$ cat config.mk
export PLATFORM = sky130hd
export DESIGN_NAME = lane_bit_collector
export DESIGN_NICKNAME = d
export VERILOG_FILES = /design/src/rtl/lane_pkg.sv /design/src/rtl/lane_out_reg.sv /design/src/rtl/lane_bit_collector.sv
export SDC_FILE = /design/constraint.sdc
export NUM_CORES = 1
export LEC_CHECK = 0
export ABC_AREA = 0
export BUFFER_PORTS_ARGS = -buffer_cell sky130_fd_sc_hd__buf_2
export CAP_MARGIN = 10
export CORE_MARGIN = 2
export CORE_UTILIZATION = 45
export DETAILED_ROUTE_END_ITERATION = 12
export PLACE_DENSITY = 0.67
export SLEW_MARGIN = 5
export SYNTH_ARGS = -nofsm -noshare
export SYNTH_HDL_FRONTEND = slang
export SYNTH_SLANG_ARGS = --single-unit
$ cat constraint.sdc
create_clock -name clk -period 2 [get_ports clk]
set_clock_uncertainty 0.05 [all_clocks]
set_input_delay 0.4 -clock clk [delete_from_list [all_inputs] [get_ports clk]]
set_output_delay 0.4 -clock clk [all_outputs]
set_load 0.01 [all_outputs]
$ cat src/rtl/lane_pkg.sv
// Shared types and constants for the lane bit collector.
package lane_pkg;

    typedef enum logic {FILL = 1'b0, WAIT = 1'b1} lane_col_state_t;

    localparam int LANE_WIDTH = 4;
    localparam int LANE_SEL_W = $clog2(LANE_WIDTH);

    // Lane index width for a given lane count; never narrower than one bit.
    function automatic int sel_width(input int lanes);
        return (lanes > 1) ? $clog2(lanes) : 1;
    endfunction

endpackage

$ cat src/rtl/lane_out_reg.sv
// Output word register with valid/ready hold; a new load wins over a dequeue.
module lane_out_reg
    import lane_pkg::*;
#(
    parameter int WIDTH = LANE_WIDTH
) (
    input  logic             clk,
    input  logic             rst_n,
    input  logic             load,
    input  logic [WIDTH-1:0] data_in,
    output logic [WIDTH-1:0] dout,
    output logic             dout_valid,
    input  logic             dout_ready
);

    // Load a completed word, otherwise drop valid once the consumer takes it.
    always_ff @(posedge clk) begin
        if (!rst_n) begin
            dout       <= '0;
            dout_valid <= 1'b0;
        end else if (load) begin
            dout       <= data_in;
            dout_valid <= 1'b1;
        end else if (dout_valid && dout_ready) begin
            dout_valid <= 1'b0;
        end
    end

endmodule

$ cat src/rtl/lane_bit_collector.sv
// Serial-to-parallel lane collector: assembles one bit per lane into a word.
//
// state | meaning
// FILL  | accepting lane bits into the assembly word
// WAIT  | word complete, output register busy; input stalled
module lane_bit_collector
    import lane_pkg::*;
#(
    parameter int WIDTH = LANE_WIDTH,
    parameter int SEL_W = sel_width(WIDTH)
) (
    input  logic             clk,
    input  logic             rst_n,
    input  logic             flush,
    input  logic             din_valid,
    output logic             din_ready,
    input  logic             din,
    input  logic [SEL_W-1:0] sel,
    output logic             dout_valid,
    input  logic             dout_ready,
    output logic [WIDTH-1:0] dout,
    output logic             dup_err,
    output logic             range_err
);

    // Compare in SEL_W+1 bits so the bound is representable for any WIDTH.
    localparam logic [SEL_W:0] LANES = (SEL_W + 1)'(WIDTH);

    lane_col_state_t  state;
    lane_col_state_t  state_next;
    logic [WIDTH-1:0] word;
    logic [WIDTH-1:0] word_next;
    logic [WIDTH-1:0] mask;
    logic [WIDTH-1:0] mask_next;
    logic [WIDTH-1:0] lane_hot;
    logic [WIDTH-1:0] word_merged;
    logic [WIDTH-1:0] mask_merged;
    logic [WIDTH-1:0] load_data;
    logic             xfer;
    logic             in_range;
    logic             out_free;
    logic             load;
    logic             dup_next;
    logic             range_next;

    assign din_ready   = (state == FILL) && rst_n;
    assign xfer        = din_valid && din_ready;
    assign in_range    = {1'b0, sel} < LANES;
    // An out-of-range index selects no lane at all.
    assign lane_hot    = in_range ? (WIDTH'(1) << sel) : '0;
    assign word_merged = din ? (word | lane_hot) : (word & ~lane_hot);
    assign mask_merged = mask | lane_hot;
    assign out_free    = !dout_valid || dout_ready;

    // Next-state, assembly update and output-load decision.
    always_comb begin
        state_next = state;
        word_next  = word;
        mask_next  = mask;
        load       = 1'b0;
        load_data  = word;
        dup_next   = 1'b0;
        range_next = 1'b0;
        if (flush) begin
            state_next = FILL;
            word_next  = '0;
            mask_next  = '0;
        end else begin
            case (state)
                FILL: begin
                    if (xfer) begin
                        if (!in_range) begin
                            range_next = 1'b1;
                        end else begin
                            dup_next  = |(mask & lane_hot);
                            word_next = word_merged;
                            mask_next = mask_merged;
                            if (&mask_merged) begin
                                if (out_free) begin
                                    load      = 1'b1;
                                    load_data = word_merged;
                                    word_next = '0;
                                    mask_next = '0;
                                end else begin
                                    state_next = WAIT;
                                end
                            end
                        end
                    end
                end
                WAIT: begin
                    if (out_free) begin
                        load       = 1'b1;
                        load_data  = word;
                        word_next  = '0;
                        mask_next  = '0;
                        state_next = FILL;
                    end
                end
                default: state_next = FILL;
            endcase
        end
    end

    // State, assembly registers and registered error pulses.
    always_ff @(posedge clk) begin
        if (!rst_n) begin
            state     <= FILL;
            word      <= '0;
            mask      <= '0;
            dup_err   <= 1'b0;
            range_err <= 1'b0;
        end else begin
            state     <= state_next;
            word      <= word_next;
            mask      <= mask_next;
            dup_err   <= dup_next;
            range_err <= range_next;
        end
    end

    lane_out_reg #(
        .WIDTH (WIDTH)
    ) u_out_reg (
        .clk        (clk),
        .rst_n      (rst_n),
        .load       (load),
        .data_in    (load_data),
        .dout       (dout),
        .dout_valid (dout_valid),
        .dout_ready (dout_ready)
    );

endmodule

# Word-level counts from Yosys, hierarchy flattened

Index checks and enable logic that the tools add are counted.
Widths: inputs -> output; s select.

Order comparisons: 0
Equality and inequality tests: 2
$mul: 0
Add/subtract/negate cells: 0
Reductions and logical operators: 11
Mux-type cells: 26
Divide/modulo/power cells: 0
Bitwise logic cells: 8
Shift-type cells: 1

Operators with widths:

| kind                | count |
|---|---|
| $mux 4              | 12 |
| $pmux 4 s2          | 3 |
| $mux 1              | 9 |
| $and 4x4->4         | 2 |
| $or 4x4->4          | 2 |
| $reduce_or 4->1     | 2 |
| $not 4->4           | 1 |
| $pmux 1 s2          | 2 |
| $reduce_and 4->1    | 1 |
| $shl 1x2->4 const A | 1 |
| $logic_and 1x1->1   | 3 |
| $not 1->1           | 3 |
| $ne 2x1->1 const B  | 1 |
| $ne 2x2->1 const B  | 1 |
| $reduce_and 2->1    | 1 |
| $reduce_bool 2->1   | 1 |
| $reduce_or 2->1     | 1 |
| $logic_not 1->1     | 1 |
| $logic_or 1x1->1    | 1 |

Memories: 0
Bits in latches: 0
Bits in writable memories: 0
Output and inout port bits: 8
ROM bits: 0
Register bits: 15
Logic and storage cells: 54

# Logic depth before layout (Yosys ltp)

Gate-level depths: netlist of the first run.

Depth after elaboration: 9
Depth in mapped cells: 6
Gate-level depth less buffers: 5

# Cells and area by module

From an unflattened synthesis of the first run, not the netlist that was laid out.

Cells, all modules: 91
Area total of the unflattened synthesis: 867.1 um2

Modules (own cells, without submodules):

| module             | area an instance (um2) | cells an instance | times used |
|---|---|---|---|
| lane_bit_collector | 676.9                  | 75                | 1 |
| lane_out_reg       | 190.2                  | 16                | 1 |

# Worst setup path after synthesis of the first run

Ideal clock, no wire load.

Path kind: input to register
Start: in sel[0]
End: reg mask[0]
Buffers on the path: 1
Path slack: 0.268 ns
Arrival time: 1.548 ns
Stages: 6
Data required time: 1.816 ns
Cells stage by stage: buf_4 -> nand4_1 -> a31oi_1 -> o21ai_1 -> a21oi_1 -> o32ai_1

Longest elaborated chain between the ends: 6

RTL lines:

| element                                    | RTL line                                           | text |
|---|---|---|
| start: declaration                         | lane_bit_collector.sv:18                           | `input logic [SEL_W-1:0] sel,` |
| $shl 1x2->4 (*)                            | lane_bit_collector.sv:50                           | `assign lane_hot = in_range ? (WIDTH'(1) << sel) : '0;` |
| $or 4x4->4 (*)                             | lane_bit_collector.sv:52                           | `assign mask_merged = mask \| lane_hot;` |
| $reduce_and 4->1 or $mux 4 (tied branches) | lane_bit_collector.sv:78, lane_bit_collector.sv:79 |  |
| $mux 4 (*)                                 | lane_bit_collector.sv:78                           | `if (&mask_merged) begin` |
| $mux 4 (*)                                 | lane_bit_collector.sv:71                           | `if (xfer) begin` |
| $pmux 4 s2 (*)                             | lane_bit_collector.sv:69                           | `case (state)` |
| end signal: assignment                     | lane_bit_collector.sv:116                          | `mask <= mask_next;` |
| end: declaration                           | lane_bit_collector.sv:33                           | `logic [WIDTH-1:0] mask;` |

Every way passes the cells marked *; elsewhere a longest branch is shown, timed or not. The select of a mux whose other input is x is not followed.
A chain may end at the register's enable or synchronous reset.

# Final worst setup path of the first run

Start: reg u_out_reg.dout_valid
End: reg u_out_reg.dout[0]

Longest elaborated chain between the ends: 7

RTL lines:

| element                                  | RTL line                                           | text |
|---|---|---|
| start: declaration                       | lane_out_reg.sv:12                                 | `output logic dout_valid,` |
| start signal: assignment                 | lane_out_reg.sv:20                                 | `dout_valid <= 1'b0;` |
| start signal: assignment                 | lane_out_reg.sv:23                                 | `dout_valid <= 1'b1;` |
| start signal: assignment                 | lane_out_reg.sv:25                                 | `dout_valid <= 1'b0;` |
| $logic_not 1->1 (*)                      | lane_bit_collector.sv:53                           | `assign out_free = !dout_valid \|\| dout_ready;` |
| $logic_or 1x1->1 (*)                     | lane_bit_collector.sv:53                           |  |
| $mux 4 or $mux 1 (tied branches)         | lane_bit_collector.sv:79, lane_bit_collector.sv:92 |  |
| $mux 4 or $mux 1 (tied branches)         | lane_bit_collector.sv:78                           |  |
| $mux 4 or $mux 1 (tied branches)         | lane_bit_collector.sv:71                           |  |
| $pmux 4 s2 or $pmux 1 s2 (tied branches) | lane_bit_collector.sv:69                           |  |
| $mux 4 or $mux 1 (tied branches)         | lane_bit_collector.sv:64                           | `if (flush) begin` |
| end signal: assignment                   | lane_out_reg.sv:22                                 | `dout <= data_in;` |
| end: declaration                         | lane_out_reg.sv:11                                 | `output logic [WIDTH-1:0] dout,` |

Every way passes the cells marked *; elsewhere a longest branch is shown, timed or not.

==> metrics.csv, run 1 <==
metric,value,unit
status,"finished, final reports clean",
top_usage_layer,met2,
diodes,0,
hold_viol_final,0,
ir_drop,0.000394,V
hp-class,in2reg,
clk_latency,0.28,ns
synth_top_area_cell,dfxtp_1,
timing.final.ws_setup,0.171,ns
grt_usage,20.3,%
yosysWarnings,0,
end_kind,flop,
synth_cell_types,37,
setup_viol,0,
layout_min_cycle_time,1.83,ns
cts_tree,done,
grt_max_degree,13,
p_per_area,535,mW/mm²
globalRouteMet3Util,4.23,%
rsz0062_at_grt,false,
wl_per_cell,13.6,µm
clockBufferDepth,2,
cp_cell_sequence,nor2b_1 -> buf_4 -> or3_4 -> a311oi_4 -> or2_2 -> a31oi_1,
dpl.cell_count,134,
ys.flop_type,dfxtp_1,
wirelength,1870,µm
post-route-period-util,91.4,%
synth-seq-cells,15,
die_w,47.0,µm
grt_first_pass_wirelength,3220,µm
cp_top_family,simple AND/OR/NAND/NOR gates,
ios,16,
drc,0,
initial_core_util,48.1,%
hpwl,1500,µm
fp.dieH,47.0,µm
synth_edf_count,0,
viasPerCell,5.78,
cp_max_fo,6,
synth-seq-area-share,36.1,%
critPathKind,reg2reg,
drive_gt1_share,27.4,%
cp.required,2.12,ns
reg2reg_slack,0.17,ns
postRouteAntennaNets,0,
core,0.00173,mm²
drt_iter0_drc,16,
clock.fmax,547,MHz
p_leak,0.435,nW
num-fill-cells,166,
cpPeakStageDelay,0.40,ns
hold_ws,0.329,ns
post-place-ws,0.107,ns
std_cell_rows,15,
cts.repair.resized,0,
via_count,797,
drt-pass1-iter-count,4,
gr-usage-met1,26.7,%
grt_pass1_vias,761,
antenna_found_initial,0,
numPortBuffers,14,
hold_end,word[0],
cp-start-kind,flop,
r2r_start,u_out_reg.dout_valid,
met2_usage,33.2,%
synth_nets,99,
clk_pin_slew,0.09,ns
reg2regPathDepth,6,
stdcell_count,138,
cts.sinks,15,
grt_overflow,0,
setup_tns,0,ns
worst_ep_arrival_time,1.95,ns
syn_inst,91,
syn-cell-area,831,µm²
synth.area.top_cells,"dfxtp_1 36%, mux2i_1 3.6%, o21ai_0 3.6%",
root_buffer,clkbuf_4,
area_delta_synth_final,19.1,%
synth-async-reset-ratio,0,%
hold_path.startpoint,din,
gp_congestion,0.902,
worst-path-buf-inv,1,
dieArea,0.00221,mm²
fin_nets,122,
maxSlewViolCount,0,
cts_setup_buffers,0,
drv_cap,0,
cts_max_level,1,
avgSynthCellArea,9.13,µm²
synth_top_area_share,36.1,%
r2r_end,u_out_reg.dout[0],
holdPathStages,3,
cp_slowest_cell,or3_4,
cts_hold_buf,0,
cts_made_buffers,3,
[worst max-delay path by stage]
stage	start	to	slack [ns]	cells after the start
2_1_floorplan	sel[0]	mask[0]	0.27	6
6_report	u_out_reg.dout_valid	u_out_reg.dout[0]	0.17	6
3_5_place_dp	dout_ready	u_out_reg.dout[0]	0.11	7
4_1_cts	u_out_reg.dout_valid	u_out_reg.dout[0]	0.19	6
3_3_place_gp	dout_ready	u_out_reg.dout[0]	0.10	7
5_1_grt	u_out_reg.dout_valid	u_out_reg.dout[3]	0.1	6
[layout make-up]
| class | count | area (µm²) | share of cell area (%) |
|---|---|---|---|
| Timing Repair Buffer | 21 | 123 | 12.4 |
| Sequential cell | 15 | 300 | 30.3 |
| Clock buffer | 3 | 22.5 | 2.28 |
| Inverter | 3 | 11.3 | 1.14 |
| Multi-Input combinational cell | 70 | 497 | 50.2 |
| Tap cell | 25 | 31.3 | 3.16 |
| Clock inverter | 1 | 5.00 | 0.506 |
[worst min-delay path: stages]
cell     delay, ns
buf_2         0.11
nand2_1       0.05
o22ai_1       0.06
[cell usage after synthesis, types with 3 or more instances]
library cell  instances
nand2_1               4
mux2i_1               3
nand2b_1              3
buf_4                 3
nand4b_1              3
nand4_1               3
o21ai_0               6
dfxtp_1              15
nor2_1                8
o2bb2ai_1             3
a21oi_1               4
o31ai_1               4
o32ai_1               3
inv_1                 3
[metrics by stage]
stage          utilization, %  total power (W)  cell area (µm²)
5_1_grt                  57.3         0.000551              990
3_5_place_dp             55.7         0.000367              962
2_1_floorplan               -         0.000348              831
4_1_cts                  57.3         0.000534              990
6_report                 57.3         0.000530              990
3_3_place_gp             55.7         0.000366              962
[power breakdown]
group	total, W	switching (W)	leakage [nW]	internal (W)
combinational	0.0000564	0.0000340	0.296	0.0000224
sequential	0.000305	0.00000305	0.121	0.000302
clock	0.000169	0.0000945	0.0177	0.0000741
total	0.000530	0.000132	0.435	0.000398
[flip-flops by register name, summed over array words and instances (netlist names)]
signal	cells
state	1
mask	4
dup_err	1
u_out_reg.dout_valid	1
word	4
u_out_reg.dout	4
[routing by layer]
layer	part of all wire (%)	wire length, µm	vias to the layer above
li1	-	-	398
met1	47	882	381
met2	47	886	12
met3	3.0	57	6
met4	2.2	42	0
met5	0	0	-
[cells by family (layout without fill, tap and decap cells)]
logic type	after synthesis	count (layout)	synth area share, %
flip-flops	15	15	36.1
other	1	1	0.451
AND/OR/NAND/NOR	31	31	22.1
buffers and inverters	6	28	4.07
multiplexers	5	5	7.68
AO/OA/AOI/OAI	33	33	29.5
[placed cells by master (no fill, tap or decap), drive strengths merged, types with 4 or more instances in the layout]
| master | Yosys | routed |
|---|---|---|
| a21oi | 4 | 4 |
| buf | 3 | 21 |
| dfxtp | 15 | 15 |
| nand2 | 4 | 4 |
| nor2 | 8 | 8 |
| o21ai | 8 | 8 |
| o31ai | 4 | 4 |
Power figures use the tool's default switching activity.
==> run 2: changes to the inputs <==
--- a/config.mk
+++ b/config.mk
@@ -9,9 +9,8 @@
 export BUFFER_PORTS_ARGS = -buffer_cell sky130_fd_sc_hd__buf_2
 export CAP_MARGIN = 10
 export CORE_MARGIN = 2
-export CORE_UTILIZATION = 45
+export CORE_UTILIZATION = 40
 export DETAILED_ROUTE_END_ITERATION = 12
-export PLACE_DENSITY = 0.67
 export SLEW_MARGIN = 5
 export SYNTH_ARGS = -nofsm -noshare
 export SYNTH_HDL_FRONTEND = slang
==> run 2 against run 1 <==
  * Count of clock-buffer cells in the layout unchanged
  * First-iteration DRC count up 19%
  * Non-clock buffer count fell by 4
  * Global-route usage decreased by 3.3 points
  * Via count shrank 3.8%
  * Die area up 11%
  * Routed wire length is 0.86% higher
  * Hold slack lost 0.0028 ns
  * Total power grew 1.8%
  * Critical path type unchanged
  * Highest routed layer unchanged
==> metrics.csv, run 2 (synthesized netlist as in run 1, its figures left out) <==
metric,value,unit,change
p_comb_share,10.2,%,-0.5 points
cts_made_buffers,3,,unchanged
core,0.00196,mm²,+14%
num-fill-cells,200,,+20%
area_delta_synth_final,15.8,%,
wl_per_cell,13.9,µm,+2.3%
initial_core_util,42.3,%,-5.8 points
grt_pass1_vias,723,,-5.0%
hold_viol_final,0,,unchanged
gp_congestion,0.763,,-15%
power,0.000539,W,+1.8%
setup_tns,0,ns,unchanged
cts.sinks,15,,unchanged
worst_ep_arrival_time,1.86,ns,-0.09 ns
ir_drop,0.000332,V,-16%
antenna_found_initial,0,,unchanged
pwr-share-clk,33.3,%,+1.5 points
layout_min_cycle_time,1.75,ns,-0.0808 ns
end_kind,flop,,
cts_setup_buffers,0,,unchanged
root_buffer,clkbuf_4,,
drc,0,,unchanged
cp_max_fo,6,,unchanged
globalRouteMet3Util,3.94,%,-0.29 points
hold_path.startpoint,din,,
r2r_start,mask[3],,
post-route-period-util,87.4,%,-4.0 points
cts_tree,done,,
dieArea,0.00246,mm²,+11%
timing.final.ws_setup,0.252,ns,+0.0808 ns
wirelength,1890,µm,+0.86%
p_sw,0.000142,W,+7.9%
via_count,767,,-3.8%
met2_usage,27.1,%,-6.0 points
final_cell_mix,"15 x dfxtp_1, 14 x buf_2, 8 x nor2_1, 6 x o21ai_0",,
diodes,0,,unchanged
hp-class,in2reg,,
cts_max_level,1,,unchanged
cp.required,2.11,ns,about the same
drt_iter0_drc,19,,+3
switching_share,26.3,%,+1.5 points
reg_top3,"mask: 4 flops, u_out_reg.dout: 4 flops, word: 4 flops",,
viasPerCell,5.64,,-2.3%
ios,16,,unchanged
cts_hold_buf,0,,unchanged
clockBufferDepth,2,,unchanged
cp-start-kind,flop,,
gr-usage-met1,21.4,%,-5.3 points
p_per_area,560,mW/mm²,+4.7%
grt_usage,17.1,%,-3.3 points
reg2regPathDepth,6,,unchanged
drt-pass1-iter-count,4,,unchanged
post-place-ws,0.0389,ns,-0.0677 ns
p_leak,0.417,nW,-4.0%
internal-power,0.000397,W,-0.27%
r2r_end,mask[0],,
hold_end,word[0],,
postRouteAntennaNets,0,,unchanged
pwr-share-seq,56.5,%,-1.0 points
clk_latency,0.28,ns,about the same
clk_pin_slew,0.10,ns,about the same
rsz0062_at_grt,false,,
numPortBuffers,14,,unchanged
top_usage_layer,met2,,
grt_overflow,0,,unchanged
std_cell_rows,16,,+1
status,"finished, final reports clean",,
grt_max_degree,13,,unchanged
clock.fmax,572,MHz,+4.6%
drive_gt1_share,24.8,%,-2.7 points
setup_viol,0,,unchanged
maxSlewViolCount,0,,unchanged
reg2reg_slack,0.25,ns,+0.08 ns
cts.repair.resized,0,,unchanged
fp.dieH,49.6,µm,+5.6%
die_w,49.6,µm,+5.6%
hpwl,1450,µm,-3.6%
fin_nets,118,,-3.3%
final_common_cell,dfxtp_1,,
drv_cap,0,,unchanged
grt_first_pass_wirelength,3220,µm,unchanged
critPathKind,reg2reg,,
holdPathStages,3,,unchanged
## run 2: cell types whose count changed in the layout (fill, tap and decap cells not counted)
cell / before / now
buf_4: 7 / 3
## run 2: how the worst max path moves through the flow
stage	startpoint	endpoint	slack, ns	cells past startpoint
final	mask[3]	mask[0]	0.25	6
after CTS	state	u_out_reg.dout[0]	0.26	5
after global placement	sel[0]	mask[0]	0.12	7
after floorplan	sel[0]	mask[0]	0.27	6
after global routing	mask[3]	word[2]	0.06	6
after detailed placement	sel[0]	mask[0]	0.04	7
## run 2: through the flow
step / instances / cell area [µm²] / util (%) / hold slack [ns]
2_1_floorplan: 91 / 831 / - / 0.405
3_5_place_dp: 132 / 935 / 47.6 / 0.431
5_1_grt: 136 / 962 / 49.0 / 0.343
4_1_cts: 136 / 962 / 49.0 / 0.325
3_3_place_gp: 132 / 935 / 47.6 / 0.427
6_report: 136 / 962 / 49.0 / 0.326
## run 2: metal layers
layer	wire (µm)	part of all wire [%]
met1	911	48
met2	851	45
met3	81	4.3
met4	42	2.2
met5	0	0
## run 2: final cells by class
| cell class | instances | area, µm² | share of cell area (%) |
|---|---|---|---|
| Timing Repair Buffer | 17 | 92.6 | 9.62 |
| Clock inverter | 1 | 5.00 | 0.520 |
| Multi-Input combinational cell | 70 | 497 | 51.6 |
| Sequential cell | 15 | 300 | 31.2 |
| Inverter | 3 | 11.3 | 1.17 |
| Clock buffer | 3 | 22.5 | 2.34 |
| Tap cell | 27 | 33.8 | 3.51 |
## run 2: critical path, stage by stage (launching register included)
cell	delay, ns
dfxtp_1	0.43
nand4b_1	0.21
a31oi_1	0.21
buf_4	0.16
o21ai_1	0.09
a21oi_1	0.32
o32ai_1	0.15
## run 2: power groups by stage
stage / sequential (W) / clock [W] / combinational (W)
3_3_place_gp: 0.000312 / 0 / 0.0000537
5_1_grt: 0.000306 / 0.000200 / 0.0000615
6_report: 0.000305 / 0.000180 / 0.0000547
3_5_place_dp: 0.000312 / 0 / 0.0000547
4_1_cts: 0.000305 / 0.000181 / 0.0000550
2_1_floorplan: 0.000311 / 0 / 0.0000369
==> run 3: changes to the inputs <==
--- a/config.mk
+++ b/config.mk
@@ -6,11 +6,12 @@
 export NUM_CORES = 1
 export LEC_CHECK = 0
 export ABC_AREA = 0
-export BUFFER_PORTS_ARGS = -buffer_cell sky130_fd_sc_hd__buf_2
 export CAP_MARGIN = 10
 export CORE_MARGIN = 2
 export CORE_UTILIZATION = 40
 export DETAILED_ROUTE_END_ITERATION = 12
+export DONT_BUFFER_PORTS = 1
+export HOLD_SLACK_MARGIN = 0.08
 export SLEW_MARGIN = 5
 export SYNTH_ARGS = -nofsm -noshare
 export SYNTH_HDL_FRONTEND = slang
==> run 3 against run 2 <==
  * Count of clock-buffer cells in the layout grew 1
  * Critical path depth is the same
  * Non-clock buffer count shrank 14
  * Setup slack lost 0.041 ns
  * Register-to-register slack lost 0.04 ns
  * Routed wire length shrank 0.16%
  * Global-route usage shrank 0.75 points
  * Clock power is essentially flat
  * Sequential power is essentially flat
  * First-iteration DRC count shrank 63%
  * Total power shrank 3.6%
  * Via count shrank 6.3%
==> metrics.csv, run 3 (synthesized netlist as in run 1, its figures left out) <==
metric,value,unit,change
hold_ws,0.176,ns,-0.150 ns
end_kind,flop,,
setup_viol,0,,unchanged
stdcell_count,122,,-10%
hp-class,in2reg,,
cts.sinks,15,,unchanged
final_common_cell,dfxtp_1,,
rsz0062_at_grt,false,,
postRouteAntennaNets,0,,unchanged
viasPerCell,5.89,,+4.5%
cts_hold_buf,0,,unchanged
post-place-ws,0.213,ns,+0.175 ns
reg2reg_slack,0.21,ns,-0.04 ns
clk_pin_slew,0.09,ns,about the same
drt-pass1-iter-count,4,,unchanged
hold_path.startpoint,rst_n,,
die_w,49.6,µm,unchanged
grt_overflow,0,,unchanged
critPathKind,reg2reg,,
diodes,0,,unchanged
gp_congestion,0.848,,+11%
dieArea,0.00246,mm²,unchanged
r2r_end,u_out_reg.dout[0],,
clockBufferDepth,2,,unchanged
clk_latency,0.28,ns,about the same
cts_setup_buffers,0,,unchanged
fin_nets,104,,-12%
hpwl,1480,µm,+2.2%
std_cell_rows,16,,unchanged
antenna_found_initial,0,,unchanged
drv_cap,0,,unchanged
reg_top3,"mask: 4 flops, u_out_reg.dout: 4 flops, word: 4 flops",,
cts_max_level,1,,unchanged
via_count,719,,-6.3%
grt_usage,16.3,%,-0.75 points
cts_tree,done,,
ios,16,,unchanged
grt_pass1_vias,677,,-6.4%
root_buffer,clkbuf_4,,
area_delta_synth_final,7.23,%,
pwr-share-clk,34.2,%,+0.9 points
clock.fmax,559,MHz,-2.3%
power,0.000519,W,-3.6%
p_comb_share,7.1,%,-3.1 points
reg2regPathDepth,6,,unchanged
r2r_start,u_out_reg.dout_valid,,
timing.final.ws_setup,0.211,ns,-0.0411 ns
p_per_area,583,mW/mm²,+4.1%
pwr-share-seq,58.7,%,+2.2 points
switching_share,24.0,%,-2.4 points
post-route-period-util,89.4,%,+2.1 points
final_cell_mix,"15 x dfxtp_1, 8 x nor2_1, 6 x o21ai_0",,
cts_made_buffers,3,,unchanged
grt_first_pass_wirelength,3020,µm,-6.2%
core,0.00196,mm²,unchanged
layout_min_cycle_time,1.79,ns,+0.0411 ns
worst_ep_arrival_time,1.91,ns,+0.05 ns
drive_gt1_share,12.6,%,-12 points
status,"finished, final reports clean",,
setup_tns,0,ns,unchanged
cp.required,2.12,ns,about the same
holdPathStages,1,,-2
maxSlewViolCount,0,,unchanged
internal-power,0.000395,W,-0.52%
p_leak,0.349,nW,-16%
cp-start-kind,flop,,
numPortBuffers,0,,-14
grt_max_degree,13,,unchanged
wirelength,1880,µm,-0.16%
cp_max_fo,6,,unchanged
dpl.cell_count,118,,-11%
drc,0,,unchanged
initial_core_util,42.3,%,unchanged
drt_iter0_drc,7,,-12
cts.repair.resized,0,,unchanged
hold_viol_final,0,,unchanged
fp.dieH,49.6,µm,unchanged
wl_per_cell,15.4,µm,+11%
ir_drop,0.000239,V,-28%
hold_end,u_out_reg.dout_valid,,
p_sw,0.000124,W,-12%
==> run 3: cell types whose count changed in the layout (fill, tap and decap cells not counted) <==
cell | before | now
clkinv_2 | 1 | 0
clkbuf_1 | 0 | 1
buf_2 | 14 | 0
==> run 3: worst max-delay path, stage by stage (launching register included) <==
cell and delay [ns]:
dfxtp_1 0.36, nor2b_1 0.14, buf_4 0.14, or3_4 0.39, a311oi_4 0.32, or2_2 0.20, a31oi_1 0.07
==> run 3: stage by stage <==
step | area, µm² | utilization [%]
2_1_floorplan | 831 | -
3_3_place_gp | 865 | 44.1
3_5_place_dp | 865 | 44.1
4_1_cts | 891 | 45.4
5_1_grt | 891 | 45.4
6_report | 891 | 45.4
==> run 3: power groups by stage <==
stage	combinational (W)	sequential [W]	clock [W]
after global placement	0.0000365	0.000312	0
after detailed placement	0.0000372	0.000312	0
after floorplan	0.0000369	0.000311	0
final	0.0000369	0.000305	0.000178
after CTS	0.0000372	0.000305	0.000183
after global routing	0.0000409	0.000305	0.000193
==> run 3: how the worst max path moves through the flow <==
stage	from	endpoint	slack (ns)	cells past startpoint
floorplan	sel[0]	mask[0]	0.27	6
global placement	sel[0]	mask[0]	0.22	6
detailed placement	sel[0]	mask[0]	0.21	6
CTS	u_out_reg.dout_valid	u_out_reg.dout[0]	0.20	6
global route	mask[1]	mask[0]	0.08	6
finish	u_out_reg.dout_valid	u_out_reg.dout[0]	0.21	6
==> run 3: layout make-up <==
type | instances | area (µm²)
clock buffer | 4 | 26.3
fill | 207 | 1070
inverter | 3 | 11.3
multi-input combinational | 70 | 497
sequential | 15 | 300
tap | 27 | 33.8
timing repair buffer | 3 | 22.5
==> run 3: metal layers <==
layer  wire length [µm]  GRT usage, %  vias to the layer above
met1                889          19.4                      335
met3                 74          4.85                        6
met4                 39          8.33                        0
met2                879          26.4                       15
li1                   -             -                      363
met5                  0             0                        -
